File: src/rtl/fb_fill_controller.sv
// -----------------------------------------------------------------------------
// fb_fill_controller
//
// Rectangle-fill engine and port-A arbiter for the 12-bit frame buffer.
// Software hands over a rectangle and a colour with a one-cycle start; the
// engine clips it to the screen and writes one pixel per cycle in which the
// CPU is not using port A. CPU accesses always own the port.
//
// Ports:
//   clock, reset        memory clock, asynchronous active-high reset
//   cpu_fb_en/cpu_wen   CPU frame-buffer access / write enable
//   cpu_addr/cpu_din    CPU address / write data
//   start, abort        one-cycle fill request / cancel fill in progress
//   rect_x/y/w/h        rectangle origin and size (clipped to the screen)
//   colour              fill colour, sampled with start
//   fb_wea/addra/dina   frame buffer port A
//   busy                fill in progress
//   done                one-cycle completion or abort pulse
//   fill_stalled        engine wanted the port and lost it to the CPU
// -----------------------------------------------------------------------------
module fb_fill_controller #(
  parameter int H_RES  = 160,
  parameter int V_RES  = 120,
  parameter int ADDR_W = 15,
  parameter int DATA_W = 12
) (
  input  logic              clock,
  input  logic              reset,
  input  logic              cpu_fb_en,
  input  logic              cpu_wen,
  input  logic [ADDR_W-1:0] cpu_addr,
  input  logic [DATA_W-1:0] cpu_din,
  input  logic              start,
  input  logic              abort,
  input  logic [7:0]        rect_x,
  input  logic [6:0]        rect_y,
  input  logic [7:0]        rect_w,
  input  logic [6:0]        rect_h,
  input  logic [DATA_W-1:0] colour,
  output logic              fb_wea,
  output logic [ADDR_W-1:0] fb_addra,
  output logic [DATA_W-1:0] fb_dina,
  output logic              busy,
  output logic              done,
  output logic              fill_stalled
);

  typedef enum logic [1:0] {
    S_IDLE,
    S_FILL,
    S_DONE
  } state_t;

  localparam logic [ADDR_W-1:0] H_RES_A = ADDR_W'(H_RES);

  state_t              state, state_next;
  logic [7:0]          col;
  logic [6:0]          row;
  logic [7:0]          eff_w;
  logic [6:0]          eff_h;
  logic [ADDR_W-1:0]   row_base;
  logic [DATA_W-1:0]   colour_q;

  // ---------------------------------------------------------------------------
  // Clipping of the requested rectangle, evaluated only when start is taken.
  // avail_w/avail_h are one bit wider than the coordinates so a full-width
  // screen (H_RES = 256) still fits; they are meaningless when the origin is
  // off-screen, which the x_out/y_out terms cover.
  // ---------------------------------------------------------------------------
  logic              x_out, y_out, empty_rect;
  logic [8:0]        avail_w;
  logic [7:0]        avail_h;
  logic [7:0]        clip_w;
  logic [6:0]        clip_h;
  logic [ADDR_W-1:0] row_base_start;

  assign x_out   = ({1'b0, rect_x} >= 9'(H_RES));
  assign y_out   = ({1'b0, rect_y} >= 8'(V_RES));
  assign avail_w = 9'(H_RES) - {1'b0, rect_x};
  assign avail_h = 8'(V_RES) - {1'b0, rect_y};
  assign clip_w  = ({1'b0, rect_w} < avail_w) ? rect_w : avail_w[7:0];
  assign clip_h  = ({1'b0, rect_h} < avail_h) ? rect_h : avail_h[6:0];

  assign empty_rect = x_out || y_out || (clip_w == 8'd0) || (clip_h == 7'd0);

  assign row_base_start = ADDR_W'(rect_y) * H_RES_A + ADDR_W'(rect_x);

  // ---------------------------------------------------------------------------
  // Fill progress
  // ---------------------------------------------------------------------------
  logic engine_write;
  logic last_col, last_row;

  assign engine_write = (state == S_FILL) && !cpu_fb_en;
  assign last_col     = (col == eff_w - 8'd1);
  assign last_row     = (row == eff_h - 7'd1);

  // NOTE: sequential state uses non-blocking assignments so every register
  // samples the pre-edge values of the others, independent of statement order.
  always_ff @(posedge clock or posedge reset) begin
    if (reset) begin
      state    <= S_IDLE;
      col      <= '0;
      row      <= '0;
      eff_w    <= '0;
      eff_h    <= '0;
      row_base <= '0;
      colour_q <= '0;
    end else begin
      state <= state_next;
      if (state == S_IDLE && start) begin
        colour_q <= colour;
        eff_w    <= clip_w;
        eff_h    <= clip_h;
        row_base <= row_base_start;
        col      <= '0;
        row      <= '0;
      end else if (engine_write) begin
        // Counters advance only on a cycle in which the pixel really went out.
        if (last_col) begin
          col      <= '0;
          row      <= row + 7'd1;
          row_base <= row_base + H_RES_A;
        end else begin
          col <= col + 8'd1;
        end
      end
    end
  end

  // NOTE: every signal written in a combinational block gets a default first,
  // so no path through the case statement can leave it unassigned (a latch).
  always_comb begin
    state_next = state;
    case (state)
      S_IDLE: begin
        // start outranks a simultaneous abort; abort alone is ignored here.
        if (start) state_next = empty_rect ? S_DONE : S_FILL;
      end
      S_FILL: begin
        // The pixel presented in the abort cycle still goes out if the port
        // is free; the write and the exit happen on the same edge.
        if (abort || (engine_write && last_col && last_row)) state_next = S_DONE;
      end
      S_DONE:  state_next = S_IDLE;
      default: state_next = S_IDLE;
    endcase
  end

  // ---------------------------------------------------------------------------
  // Port A mux: CPU first, engine second, otherwise an idle read of cpu_addr.
  // ---------------------------------------------------------------------------
  always_comb begin
    fb_wea   = 1'b0;
    fb_addra = cpu_addr;
    fb_dina  = cpu_din;
    if (cpu_fb_en) begin
      fb_wea = cpu_wen;
    end else if (state == S_FILL) begin
      fb_wea   = 1'b1;
      fb_addra = row_base + ADDR_W'(col);
      fb_dina  = colour_q;
    end
  end

  assign busy         = (state == S_FILL);
  assign done         = (state == S_DONE);
  assign fill_stalled = (state == S_FILL) && cpu_fb_en;

endmodule

File: config.mk
export PLATFORM = sky130hd
export DESIGN_NAME = fb_fill_controller
export DESIGN_NICKNAME = d
export VERILOG_FILES = /design/src/rtl/fb_fill_controller.sv
export SDC_FILE = /design/constraint.sdc
export NUM_CORES = 1
export LEC_CHECK = 0
export CAP_MARGIN = 0
export CORE_MARGIN = 5
export CORE_UTILIZATION = 35
export CTS_CLUSTER_DIAMETER = 60
export DETAILED_ROUTE_END_ITERATION = 12
export HOLD_SLACK_MARGIN = 0.08
export PLACE_DENSITY = 0.56
export SYNTH_ARGS = -nofsm -noshare
export SYNTH_HDL_FRONTEND = slang
export SYNTH_SLANG_ARGS = --single-unit
File: constraint.sdc
create_clock -name clock -period 3.62 [get_ports clock]
set_input_delay 0.724 -clock clock [delete_from_list [all_inputs] [get_ports clock]]
set_output_delay 0.724 -clock clock [all_outputs]
set_load 0.05 [all_outputs]
==> tab_implementation.tex <==
\begin{tabular}{lr}
\hline
Metric & Value \\
\hline
\multicolumn{2}{l}{\textbf{Timing}} \\
Final setup violation count & 0 \\
Smallest hold slack & 470.8 ps \\
Number of pins with negative max-slew slack in the final report & 0 \\
Final period util & 96.34\% \\
Maximum clock frequency & 286.7 MHz \\
Slew margin rel. & 55.84\% \\
RSZ-0062 raised after global routing & false \\
Hold Fails Final Rpt & 0 \\
Slew at the pin closest to its max-slew limit & 660.8 ps \\
Worst clock skew & 5.090 ps \\
Fin worst setup slack & 132.5 ps \\
Shortest period the worst path allows & 3488 ps \\
Post-route setup TNS & 0 ps \\
\multicolumn{2}{l}{\textbf{Synthesis}} \\
Count of warnings emitted by yosys & 0 \\
Number of register bits inferred by synthesis & 59 \\
Net count after synthesis & 742 \\
Number of instances in the synthesized netlist & 623 \\
Synthesized area & 4959 um2 \\
Mean cell area of the mapped netlist & 7.959 um2 \\
Library cells used by synthesis & 55 \\
Fraction of synthesis flops using an asynchronous set or reset pin & 100.0\% \\
Count of flip-flops with a built-in enable after synthesis & 0 \\
Ys flop type & sky130\_fd\_sc\_hd\_\_dfrtp\_1 \\
Sequential share of the synthesized area & 29.78\% \\
\multicolumn{2}{l}{\textbf{Cells and area}} \\
Fraction of layout cells with a size suffix above 1 & 12.95\% \\
Area growth from synthesis to layout & 42.44\% \\
Final cell utilization of the core & 50.88\% \\
Filler cells & 1295 \\
Number of antenna diodes & 0 \\
Nets & 871 \\
Final Cell Area & 7063 um2 \\
Post-route insts no fill & 937 \\
\multicolumn{2}{l}{\textbf{Place}} \\
\# port buffers & 105 \\
Standard cell area after detailed placement & 6690 um2 \\
Number of cells in the design after placement & 921 \\
Detailed placer's ending HPWL & 11630 um \\
Place WS & -173.9 ps \\
Final weighted congestion in routability-driven placement & 0.8819 \\
\multicolumn{2}{l}{\textbf{Die}} \\
Die X-Extent & 129.0 um \\
Starting utilization of the core area & 35.72\% \\
IO Pins & 106 \\
Cell row count & 43 \\
Placeable Area & 13880 um2 \\
Die area & 16650 um2 \\
Vertical extent of the die & 129.0 um \\
\multicolumn{2}{l}{\textbf{Clock network}} \\
Clock insertion delay at the later pin of the skew report & 320 ps \\
Max Buffers Root-to-Sink & 2 \\
Num CTS Buffers & 9 \\
Count of clock tree sinks & 59 \\
\# Post-CTS Setup Buffers & 0 \\
Clock root buffer & sky130\_fd\_sc\_hd\_\_clkbuf\_16 \\
Clock edge transition at the registers on the reported setup and hold paths & 50 ps \\
Number of buffers inserted for hold repair after clock tree synthesis & 0 \\
TritonCTS clock tree & done \\
H-tree levels & 3 \\
\multicolumn{2}{l}{\textbf{Drt}} \\
Wire length reported by the detailed router & 14410 um \\
Number of antenna-violating nets in the routed design & 0 \\
\# DRC & 0 \\
DR pass1 iterations & 4 \\
WL/cell & 15.38 um \\
Initial drt markers & 235 \\
DR vias & 4748 \\
Avg Vias per Cell & 5.067 \\
\multicolumn{2}{l}{\textbf{Critical path}} \\
Reg2Reg Depth & 10 \\
Arrival time at the worst endpoint & 2760 ps \\
Maximum fanout along the worst path & 5 \\
Required @ worst endpoint & 2900 ps \\
Capturing element type of the critical path & output port \\
Critical setup path kind & flip-flop to output port \\
Startpoint Class & flip-flop \\
\multicolumn{2}{l}{\textbf{Pwr}} \\
Largest vdd supply drop & 264.2 uV \\
Overall power & 3.799 mW \\
PD cells & 537.9 nW/um2 \\
Leakage power figure & 3.220 nW \\
\multicolumn{2}{l}{\textbf{Flow run}} \\
Number of maximum-capacitance constraint violations & 0 \\
\multicolumn{2}{l}{\textbf{Global routing}} \\
GRT overflow & 0 \\
Maximum number of pins on one net before global-route repair & 47 \\
Wire length of the first global-routing pass & 23790 um \\
Via count of the first global-routing pass & 4763 \\
Total track usage & 17.69\% \\
Initial antenna violation count & 0 \\
\multicolumn{2}{l}{\textbf{Worst hold path}} \\
Worst hold-check path type & flip-flop to flip-flop \\
Number of stages on the worst hold path & 2 \\
\multicolumn{2}{l}{\textbf{Status}} \\
Status & complete, no violations \\
\hline
\end{tabular}
worst paths after layout:
check | start | end | slack (ps)
worst min-delay path | colour_q[9]$_DFFE_PP0P_ | colour_q[9]$_DFFE_PP0P_ | 470
worst max-delay path | col[1]$_DFFE_PP0P_ | fb_addra[9] | 130
worst min register to register | colour_q[9]$_DFFE_PP0P_ | colour_q[9]$_DFFE_PP0P_ | 470
min in group asynchronous | reset | colour_q[3]$_DFFE_PP0P_ | 720
worst max register to register | eff_w[0]$_DFFE_PP0P_ | row_base[10]$_DFFE_PP0P_ | 840
max in group asynchronous | reset | eff_w[0]$_DFFE_PP0P_ | 2220
routing by layer:
| layer | GRT usage [%] | wire length [um] | share of wire [%] |
|---|---|---|---|
| met5 | 0 | 0 | 0 |
| met2 | 28.93 | 6381 | 44 |
| met4 | 5.744 | 224 | 1.6 |
| met1 | 24.26 | 6984 | 48 |
| met3 | 2.391 | 821 | 5.7 |
state kept, by name (all words and copies together), names as in the netlist:
name      flops
eff_w         8
col           8
row           7
colour_q     12
eff_h         7
row_base     15
state         2
layout by cell type (no fill, tap or decap), types with 3 or more instances in the layout:
cell type	instances
sky130_fd_sc_hd__nand2_1	145
sky130_fd_sc_hd__clkdlybuf4s50_1	77
sky130_fd_sc_hd__dfrtp_1	58
sky130_fd_sc_hd__o21ai_0	46
sky130_fd_sc_hd__ha_1	41
sky130_fd_sc_hd__buf_4	35
sky130_fd_sc_hd__xnor2_1	34
sky130_fd_sc_hd__nor2_1	34
sky130_fd_sc_hd__inv_1	30
sky130_fd_sc_hd__xor2_1	29
sky130_fd_sc_hd__buf_12	28
sky130_fd_sc_hd__a21oi_1	23
sky130_fd_sc_hd__nand3_1	15
sky130_fd_sc_hd__nor3_1	11
sky130_fd_sc_hd__mux2i_1	10
sky130_fd_sc_hd__nor3b_1	9
sky130_fd_sc_hd__a21o_1	9
sky130_fd_sc_hd__clkbuf_16	9
sky130_fd_sc_hd__nand4_1	7
sky130_fd_sc_hd__nand2b_1	6
sky130_fd_sc_hd__o31ai_1	6
sky130_fd_sc_hd__nor2b_1	6
sky130_fd_sc_hd__and3_1	6
sky130_fd_sc_hd__o21ai_1	5
sky130_fd_sc_hd__a211oi_1	5
sky130_fd_sc_hd__and2_1	4
sky130_fd_sc_hd__or3_1	4
sky130_fd_sc_hd__nor4_1	4
sky130_fd_sc_hd__o21ai_2	3
sky130_fd_sc_hd__a211oi_2	3
sky130_fd_sc_hd__a22o_1	3
sky130_fd_sc_hd__o22ai_1	3
sky130_fd_sc_hd__or4_1	3
sky130_fd_sc_hd__o21a_1	3
sky130_fd_sc_hd__fa_1	3
what timing repair did:
| item | in CTS | in global routing |
|---|---|---|
| pin swaps | 0 | 1 |
| endpoints found under the setup margin | 5 | 9 |
| gates resized for setup | 4 | 12 |
final cells by class:
type	instances	area (um2)	share of cell area, %
Timing Repair Buffer	140	1594	22.57
Multi-Input combinational cell	511	3321	47.02
Clock buffer	12	256.5	3.632
Inverter	31	116.4	1.647
Sequential cell	59	1478	20.92
Clock inverter	4	72.57	1.027
Tap cell	180	225.2	3.189
cells by family (layout without fill, tap and decap cells):
group           after synthesis  count (layout)  synth area share, %
compound gates              129             129                16.71
xor+xnor                     64              64                11.30
fa+ha+maj                    44              44                11.56
buf+inv                      53             187                4.113
flops                        59              59                29.78
mux                          11              11                2.246
simple gates                263             263                24.30
Yosys cell counts, drive strengths merged, types with 8 or more instances:
cell type | instances | area [um2]
a21oi | 25 | 125.1
a211oi | 8 | 60.06
nand3 | 16 | 85.08
nor3 | 11 | 55.05
nand2 | 145 | 544.3
nor3b | 9 | 67.56
dfrtp | 59 | 1476
ha | 41 | 513.0
nor2 | 34 | 127.6
a21o | 9 | 67.56
inv | 31 | 116.4
o21ai | 54 | 270.3
mux2i | 10 | 100.1
xnor2 | 35 | 306.5
clkbuf | 19 | 71.32
nand4 | 8 | 56.30
xor2 | 29 | 254.0
critical path, stage by stage, from the launching register on:
cell and delay [ps]:
sky130_fd_sc_hd__dfrtp_2 450, sky130_fd_sc_hd__ha_1 310, sky130_fd_sc_hd__a21o_1 170, sky130_fd_sc_hd__a21oi_1 320, sky130_fd_sc_hd__o21a_1 180, sky130_fd_sc_hd__o21a_1 180
sky130_fd_sc_hd__nor3b_1 80, sky130_fd_sc_hd__xnor2_1 160, sky130_fd_sc_hd__o21ai_0 380, sky130_fd_sc_hd__buf_12 200
report_power, final:
part,switching (mW),internal [mW],total [mW],leakage [nW]
combinational,0.970,0.801,1.77,2.31
clock,0.291,0.638,0.929,0.159
sequential,0.234,0.865,1.10,0.747
(Power assumes the default switching activity.)
